## src/rtl/osc_freq_mon_pkg.sv

```systemverilog
// Shared state encoding and default constants for the oscillator frequency monitor.
// Defaults assume a 105 MHz oscillator measured against a 1 kHz reference tick.
package osc_freq_mon_pkg;

    typedef enum logic [1:0] {
        IDLE  = 2'd0,
        ARM   = 2'd1,
        COUNT = 2'd2,
        DONE  = 2'd3
    } state_t;

    localparam int DEF_CNT_W          = 24;
    localparam int DEF_REF_PERIODS    = 1;
    localparam int DEF_TIMEOUT_CYCLES = 1 << 20;
    localparam int NOM_EXP_COUNT      = 105000;
    localparam int DEF_EXP_MIN        = 99750;
    localparam int DEF_EXP_MAX        = 110250;

endpackage

```

## src/rtl/ref_edge_sync.sv

```systemverilog
// Two-flop synchronizer plus registered rising-edge detect for the reference input.
// Latency: ref_in edge to ref_rise is 3 clk cycles; no backpressure.
module ref_edge_sync (
    input  logic clk,
    input  logic rst_n,
    input  logic ref_in,
    output logic ref_rise
);

    logic sync1_q;
    logic sync2_q;
    logic prev_q;
    logic rise_q;

    always_ff @(posedge clk or negedge rst_n) begin
        if (!rst_n) begin
            sync1_q <= 1'b0;
            sync2_q <= 1'b0;
            prev_q  <= 1'b0;
            rise_q  <= 1'b0;
        end else begin
            sync1_q <= ref_in;
            sync2_q <= sync1_q;
            prev_q  <= sync2_q;
            rise_q  <= sync2_q & ~prev_q;
        end
    end

    assign ref_rise = rise_q;

endmodule

```

## src/rtl/osc_freq_monitor.sv

```systemverilog
// Counts clk cycles over REF_PERIODS reference periods; result strobes 1 cycle after the terminal edge.
// No backpressure; range_err is live only when OSC_FREQ_MON_RANGE_CHECK_EN is defined.
module osc_freq_monitor
    import osc_freq_mon_pkg::*;
#(
    parameter int CNT_W          = DEF_CNT_W,
    parameter int REF_PERIODS    = DEF_REF_PERIODS,
    parameter int TIMEOUT_CYCLES = DEF_TIMEOUT_CYCLES,
    parameter int EXP_MIN        = DEF_EXP_MIN,
    parameter int EXP_MAX        = DEF_EXP_MAX
) (
    input  logic             clk,
    input  logic             rst_n,
    input  logic             ref_in,
    input  logic             start,
    input  logic             continuous,
    output logic             busy,
    output logic             meas_valid,
    output logic [CNT_W-1:0] meas_count,
    output logic             meas_timeout,
    output logic             meas_ovf,
    output logic             range_err
);

    localparam int TMO_W = $clog2(TIMEOUT_CYCLES + 1);
    localparam int PER_W = $clog2(REF_PERIODS + 1);
    localparam logic [TMO_W-1:0] TMO_LAST = TMO_W'(TIMEOUT_CYCLES - 1);
    localparam logic [PER_W-1:0] PER_LAST = PER_W'(REF_PERIODS - 1);

    logic ref_rise;

    ref_edge_sync u_ref_edge_sync (
        .clk      (clk),
        .rst_n    (rst_n),
        .ref_in   (ref_in),
        .ref_rise (ref_rise)
    );

    state_t             state_q,   state_d;
    logic [CNT_W-1:0]   cnt_q,     cnt_d;
    logic [PER_W-1:0]   per_q,     per_d;
    logic [TMO_W-1:0]   tmo_q,     tmo_d;
    logic               ovf_q,     ovf_d;
    logic               busy_q,    busy_d;
    logic               valid_q,   valid_d;
    logic [CNT_W-1:0]   count_q,   count_d;
    logic               timeout_q, timeout_d;
    logic               movf_q,    movf_d;

    logic               cnt_at_max;
    logic [CNT_W-1:0]   cnt_inc;
    logic               tmo_hit;

    assign cnt_at_max = &cnt_q;
    assign cnt_inc    = cnt_at_max ? cnt_q : cnt_q + CNT_W'(1);
    assign tmo_hit    = (tmo_q == TMO_LAST);

    always_comb begin
        state_d   = state_q;
        cnt_d     = cnt_q;
        per_d     = per_q;
        tmo_d     = tmo_q;
        ovf_d     = ovf_q;
        busy_d    = busy_q;
        valid_d   = 1'b0;
        count_d   = count_q;
        timeout_d = timeout_q;
        movf_d    = movf_q;

        case (state_q)
            IDLE: begin
                tmo_d  = '0;
                busy_d = 1'b0;
                if (start) begin
                    state_d = ARM;
                    busy_d  = 1'b1;
                end
            end
            ARM: begin
                if (ref_rise) begin
                    state_d = COUNT;
                    cnt_d   = '0;
                    per_d   = '0;
                    ovf_d   = 1'b0;
                    tmo_d   = '0;
                end else if (tmo_hit) begin
                    state_d   = DONE;
                    valid_d   = 1'b1;
                    count_d   = '0;
                    timeout_d = 1'b1;
                    movf_d    = 1'b0;
                    busy_d    = continuous;
                end else begin
                    tmo_d = tmo_q + TMO_W'(1);
                end
            end
            COUNT: begin
                cnt_d = cnt_inc;
                if (cnt_at_max) begin
                    ovf_d = 1'b1;
                end
                // A reference edge on the timeout terminal cycle still counts as a live edge.
                if (ref_rise) begin
                    tmo_d = '0;
                    per_d = per_q + PER_W'(1);
                    if (per_q == PER_LAST) begin
                        state_d   = DONE;
                        valid_d   = 1'b1;
                        count_d   = cnt_inc;
                        timeout_d = 1'b0;
                        movf_d    = ovf_q | cnt_at_max;
                        busy_d    = continuous;
                    end
                end else if (tmo_hit) begin
                    state_d   = DONE;
                    valid_d   = 1'b1;
                    count_d   = '0;
                    timeout_d = 1'b1;
                    movf_d    = ovf_q;
                    busy_d    = continuous;
                end else begin
                    tmo_d = tmo_q + TMO_W'(1);
                end
            end
            DONE: begin
                tmo_d = '0;
                if (continuous) begin
                    state_d = ARM;
                    busy_d  = 1'b1;
                end else begin
                    state_d = IDLE;
                    busy_d  = 1'b0;
                end
            end
            default: begin
                state_d = IDLE;
                busy_d  = 1'b0;
            end
        endcase
    end

    always_ff @(posedge clk or negedge rst_n) begin
        if (!rst_n) begin
            state_q   <= IDLE;
            cnt_q     <= '0;
            per_q     <= '0;
            tmo_q     <= '0;
            ovf_q     <= 1'b0;
            busy_q    <= 1'b0;
            valid_q   <= 1'b0;
            count_q   <= '0;
            timeout_q <= 1'b0;
            movf_q    <= 1'b0;
        end else begin
            state_q   <= state_d;
            cnt_q     <= cnt_d;
            per_q     <= per_d;
            tmo_q     <= tmo_d;
            ovf_q     <= ovf_d;
            busy_q    <= busy_d;
            valid_q   <= valid_d;
            count_q   <= count_d;
            timeout_q <= timeout_d;
            movf_q    <= movf_d;
        end
    end

`ifdef OSC_FREQ_MON_RANGE_CHECK_EN
    localparam logic [CNT_W-1:0] EXP_MIN_C = CNT_W'(EXP_MIN);
    localparam logic [CNT_W-1:0] EXP_MAX_C = CNT_W'(EXP_MAX);

    logic range_q, range_d;

    always_comb begin
        range_d = range_q;
        if (valid_d) begin
            range_d = (count_d < EXP_MIN_C) | (count_d > EXP_MAX_C) | timeout_d | movf_d;
        end
    end

    always_ff @(posedge clk or negedge rst_n) begin
        if (!rst_n) begin
            range_q <= 1'b0;
        end else begin
            range_q <= range_d;
        end
    end

    assign range_err = range_q;
`else
    assign range_err = 1'b0;
`endif

    assign busy         = busy_q;
    assign meas_valid   = valid_q;
    assign meas_count   = count_q;
    assign meas_timeout = timeout_q;
    assign meas_ovf     = movf_q;

endmodule
```

## config.mk

```make
export PLATFORM = sky130hd
export DESIGN_NAME = osc_freq_monitor
export DESIGN_NICKNAME = d
export VERILOG_FILES = /design/src/rtl/osc_freq_mon_pkg.sv /design/src/rtl/ref_edge_sync.sv /design/src/rtl/osc_freq_monitor.sv
export SDC_FILE = /design/constraint.sdc
export NUM_CORES = 1
export LEC_CHECK = 0
export BUFFER_PORTS_ARGS = -buffer_cell sky130_fd_sc_hd__buf_4
export CAP_MARGIN = 20
export CORE_UTILIZATION = 50
export CTS_CLUSTER_SIZE = 16
export DETAILED_ROUTE_END_ITERATION = 6
export GPL_ROUTABILITY_DRIVEN = 0
export PLACE_DENSITY = 0.74
export SLEW_MARGIN = 20
export SYNTH_ARGS = -nofsm -noshare
export SYNTH_HDL_FRONTEND = slang
export SYNTH_HIERARCHICAL = 1
export SYNTH_SLANG_ARGS = --single-unit
export TNS_END_PERCENT = 5
```

## constraint.sdc

```tcl
create_clock -name clk -period 2.6 [get_ports clk]
set_input_delay 0.52 -clock clk [delete_from_list [all_inputs] [get_ports clk]]
set_output_delay 0.52 -clock clk [all_outputs]
set_load 0.02 [all_outputs]
```

==> key figures <==
Timing
  – Setup repair after global routing missed its margin: false
  – Post-route worst hold slack: 0.112 ns
  – Endpoints failing setup: 0
  – Final setup TNS: 0 ns
  – Count of final max-slew check failures: 0
  – Pin slew with the least headroom to its limit: 0.707 ns
  – Max frequency: 0.424 GHz
  – Min cycle time layout: 2.36 ns
  – Final setup margin: 0.239 ns
  – Portion of the clock cycle consumed by the worst path in the final layout: 90.8%
  – Post-Route Skew: 0.0101 ns
  – Relative max-transition margin: 52.5%
  – Final hold violation count: 0

Clock tree
  – Resize count post-CTS: 0
  – Hold-fix buffers at CTS: 0
  – Total number of clock tree sinks: 81
  – Root cell of the clock tree: clkbuf_8
  – H-tree depth reported by CTS: 3
  – Clock insertion delay at the later pin of the skew report: 0.36 ns
  – Number of buffers on the longest clock path: 2
  – Clock buffer count from CTS: 9
  – CTS tree: yes
  – Number of setup buffers added after CTS: 0
  – Clock transition at path regs: 0.08 ns

Floorplanning
  – Placeable core region: 0.00885 sq mm
  – Initial core utilization: 52.3%
  – Die boundary height: 98.2 um
  – Boundary Pins: 34
  – Die Span X: 98.2 um
  – Overall die area: 0.00964 sq mm
  – Number of cell rows: 34

Synth
  – Post-Synthesis Net Count: 488
  – Top cell types by occurrence after synthesis: 81 x dfrtp_1, 38 x nand2_1, 31 x a21oi_1
  – Number of enable-type register cells in the synthesized netlist: 0
  – Largest area contributor in the synthesized netlist: dfrtp_1
  – Yosys warns: 6
  – Post-Syn Instances: 475
  – Synth Area per Inst: 9.74 sq um
  – Sequential fraction of the synthesis area: 43.8%
  – Top cells by area, synth: dfrtp_1 44%, a21oi_1 3.4%, a31oi_1 3.1%
  – Leading cell type by number of instances after synthesis: dfrtp_1
  – Proportion of register bits with asynchronous set or reset after synthesis: 100%
  – Netlist area before placement: 0.00463 sq mm
  – Share of synthesized area spent on multiplexers: 2.22%
  – Distinct cell type count after synthesis: 69
  – Adder-Cell Fraction of Synth Area: 2.16%
  – Complex-gate fraction of the synthesized area: 22.1%
  – Most used flip-flop cell after synthesis: dfrtp_1
  – Yosys reg bits: 81
  – Area fraction in and, or, nand and nor cells after synthesis: 20.2%
  – Combinational family with the most area after synthesis: compound AO/OA/AOI/OAI gates
  – Fraction of post-synthesis cell area in the top cell type by area: 43.8%
  – Synthesized-area fraction occupied by xor and xnor cells: 3.60%

Place
  – Worst slack at placement: 0.156 ns
  – Inst Count DP: 594
  – Area post-placement: 0.00489 sq mm
  – Post-DP HPWL: 7280 um
  – Port Buf Inserts: 32

GRT
  – Total gr overflow: 0
  – Via count of the first global-routing pass: 3741
  – Largest net degree at the start of global routing: 47
  – Global-route wire length before repair: 18000 um
  – Total routing usage reported by global routing: 23.6%
  – Initial antenna violation count: 0

Run status
  – Outcome: complete, no violations

Worst setup path
  – Critical path fanouts, max: 8
  – Worst path cell trace: ha_1 > nand3_1 > or2_1 > nor3_4 > buf_4 > nor4_1 > a211o_1
  – Largest delay contributor family on the critical path: simple AND/OR/NAND/NOR gates
  – Critical path buffers and inverters: 1
  – Data required time at the worst endpoint: 2.84 ns
  – Type of origin of the critical path: register
  – R2R cell count: 7
  – Kind of end point of the critical path: register
  – CP Data Arrival Time: 2.60 ns
  – Type of the worst setup path: register to register
  – Delay of the slowest cell on the worst path: 0.46 ns
  – Cell type of the slowest stage on the worst timing path: dfrtp_1
  – Count of cell instances traversed by the critical path: 7

Finish
  – Antenna diodes: 0
  – Fill cell total of the finished layout: 779
  – Post-Layout Cell Count: 609
  – Final nets: 510
  – Combined flip-flop and latch cell area: 0.00203 sq mm
  – Area added between synthesis and finish: 9.76%
  – Fraction of layout cells with a size suffix above 1: 16.2%
  – Finished Cell Area: 0.00508 sq mm
  – Multi-input gate area: 0.00234 sq mm

Power
  – Total power divided by cell area: 634 mW/mm^2
  – Leak: 0.00234 uW
  – Worst VDD drop: 464 uV

Run
  – Maximum capacitance violations: 0

Min path
  – Path type of the worst min-delay path: input pin to async pin

Drt
  – Post-DR vias/cell: 6.29
  – Total Wirelength: 10600 um
  – Detailed-router iteration count before antenna repair: 7
  – Post-route ant nets: 0
  – Average detailed-routed wire length per instance: 17.5 um
  – Number of DRC markers after the initial detailed-route iteration: 262
  – Overall via count from detail_route: 3831
  – Count of unresolved DRC violations after routing: 0
-- cells in the final DEF (no fill, tap or decap), types with 9 or more instances in the layout --
cell | netlist | layout
dfrtp_1 | 81 | 81
a22o_1 | 16 | 16
o21ai_0 | 24 | 24
nand4_1 | 16 | 16
nand3_1 | 18 | 18
nor2_1 | 23 | 23
xor2_1 | 11 | 11
a31oi_1 | 23 | 23
clkbuf_8 | 4 | 9
nand2_1 | 38 | 38
buf_4 | 6 | 45
a21oi_1 | 31 | 31
inv_1 | 11 | 11
-- per-layer routing --
metal  GRT usage, %  part of all wire [%]  routed length, um  vias to the layer above
li1               -                     -                  -                     1813
met5              0                     0                  0                        -
met3           4.65                   4.7                495                       23
met4           10.1                   2.3                240                        0
met2           36.5                    47               4940                      123
met1           32.5                    47               4950                     1872
-- cells by family (layout without fill, tap and decap cells) --
| logic type | count (synthesis) | count (layout) |
|---|---|---|
| fa+ha+maj | 8 | 8 |
| other cells | 1 | 1 |
| flops | 81 | 81 |
| xor+xnor | 19 | 19 |
| mux | 10 | 10 |
| buf+inv | 46 | 72 |
| compound gates | 146 | 146 |
| simple gates | 164 | 164 |
-- path summary, 6_finish.rpt --
kind                                         start                       to  slack (ns)
min in group clk                            ref_in  u_ref_edge_sync/sync1_q        0.27
max in group asynchronous                    rst_n                 cnt_q[6]        1.89
max reg2reg                               cnt_q[0]           meas_count[17]        0.24
max                                       cnt_q[0]           meas_count[17]        0.24
min reg2reg                u_ref_edge_sync/sync1_q  u_ref_edge_sync/sync2_q        0.37
min                                          rst_n               state_q[1]        0.11
-- per-stage QoR --
step / power [uW] / util, %
5_1_grt: 3420 / 57.4
2_1_floorplan: 2090 / -
3_5_place_dp: 2340 / 55.3
6_report: 3220 / 57.4
4_1_cts: 3210 / 57.3
3_3_place_gp: 2310 / 55.3
-- layout make-up --
class                   count  share of cell area (%)
multi-input cells         348                    46.1
flip-flops and latches     81                    39.9
repair buffers             46                    7.05
well taps                 108                    2.66
clock buffers              11                    2.59
clock inverters             4                   0.887
inverters                  11                   0.813
-- worst register-to-register path, delay by kind of cell (launching register included) --
kind / cells / cell delay (ns)
AND/OR/NAND/NOR: 4 / 1.02
AO/OA/AOI/OAI: 1 / 0.23
buffers and inverters: 1 / 0.21
flip-flops: 1 / 0.46
adder cells (fa/ha/maj): 1 / 0.32
-- flip-flops by register name, indices dropped and copies added, names as in the netlist, 2 cells and up --
| register | cells |
|---|---|
| state_q | 2 |
| meas_count | 24 |
| cnt_q | 24 |
| tmo_q | 21 |
-- report_power, final --
part,total (uW),internal [uW],switching [uW],leakage (uW)
registers,1420,1330,86.7,0.00112
clock network,884,435,449,0.0000929
logic,913,336,577,0.00113
(Power assumes the default switching activity.)
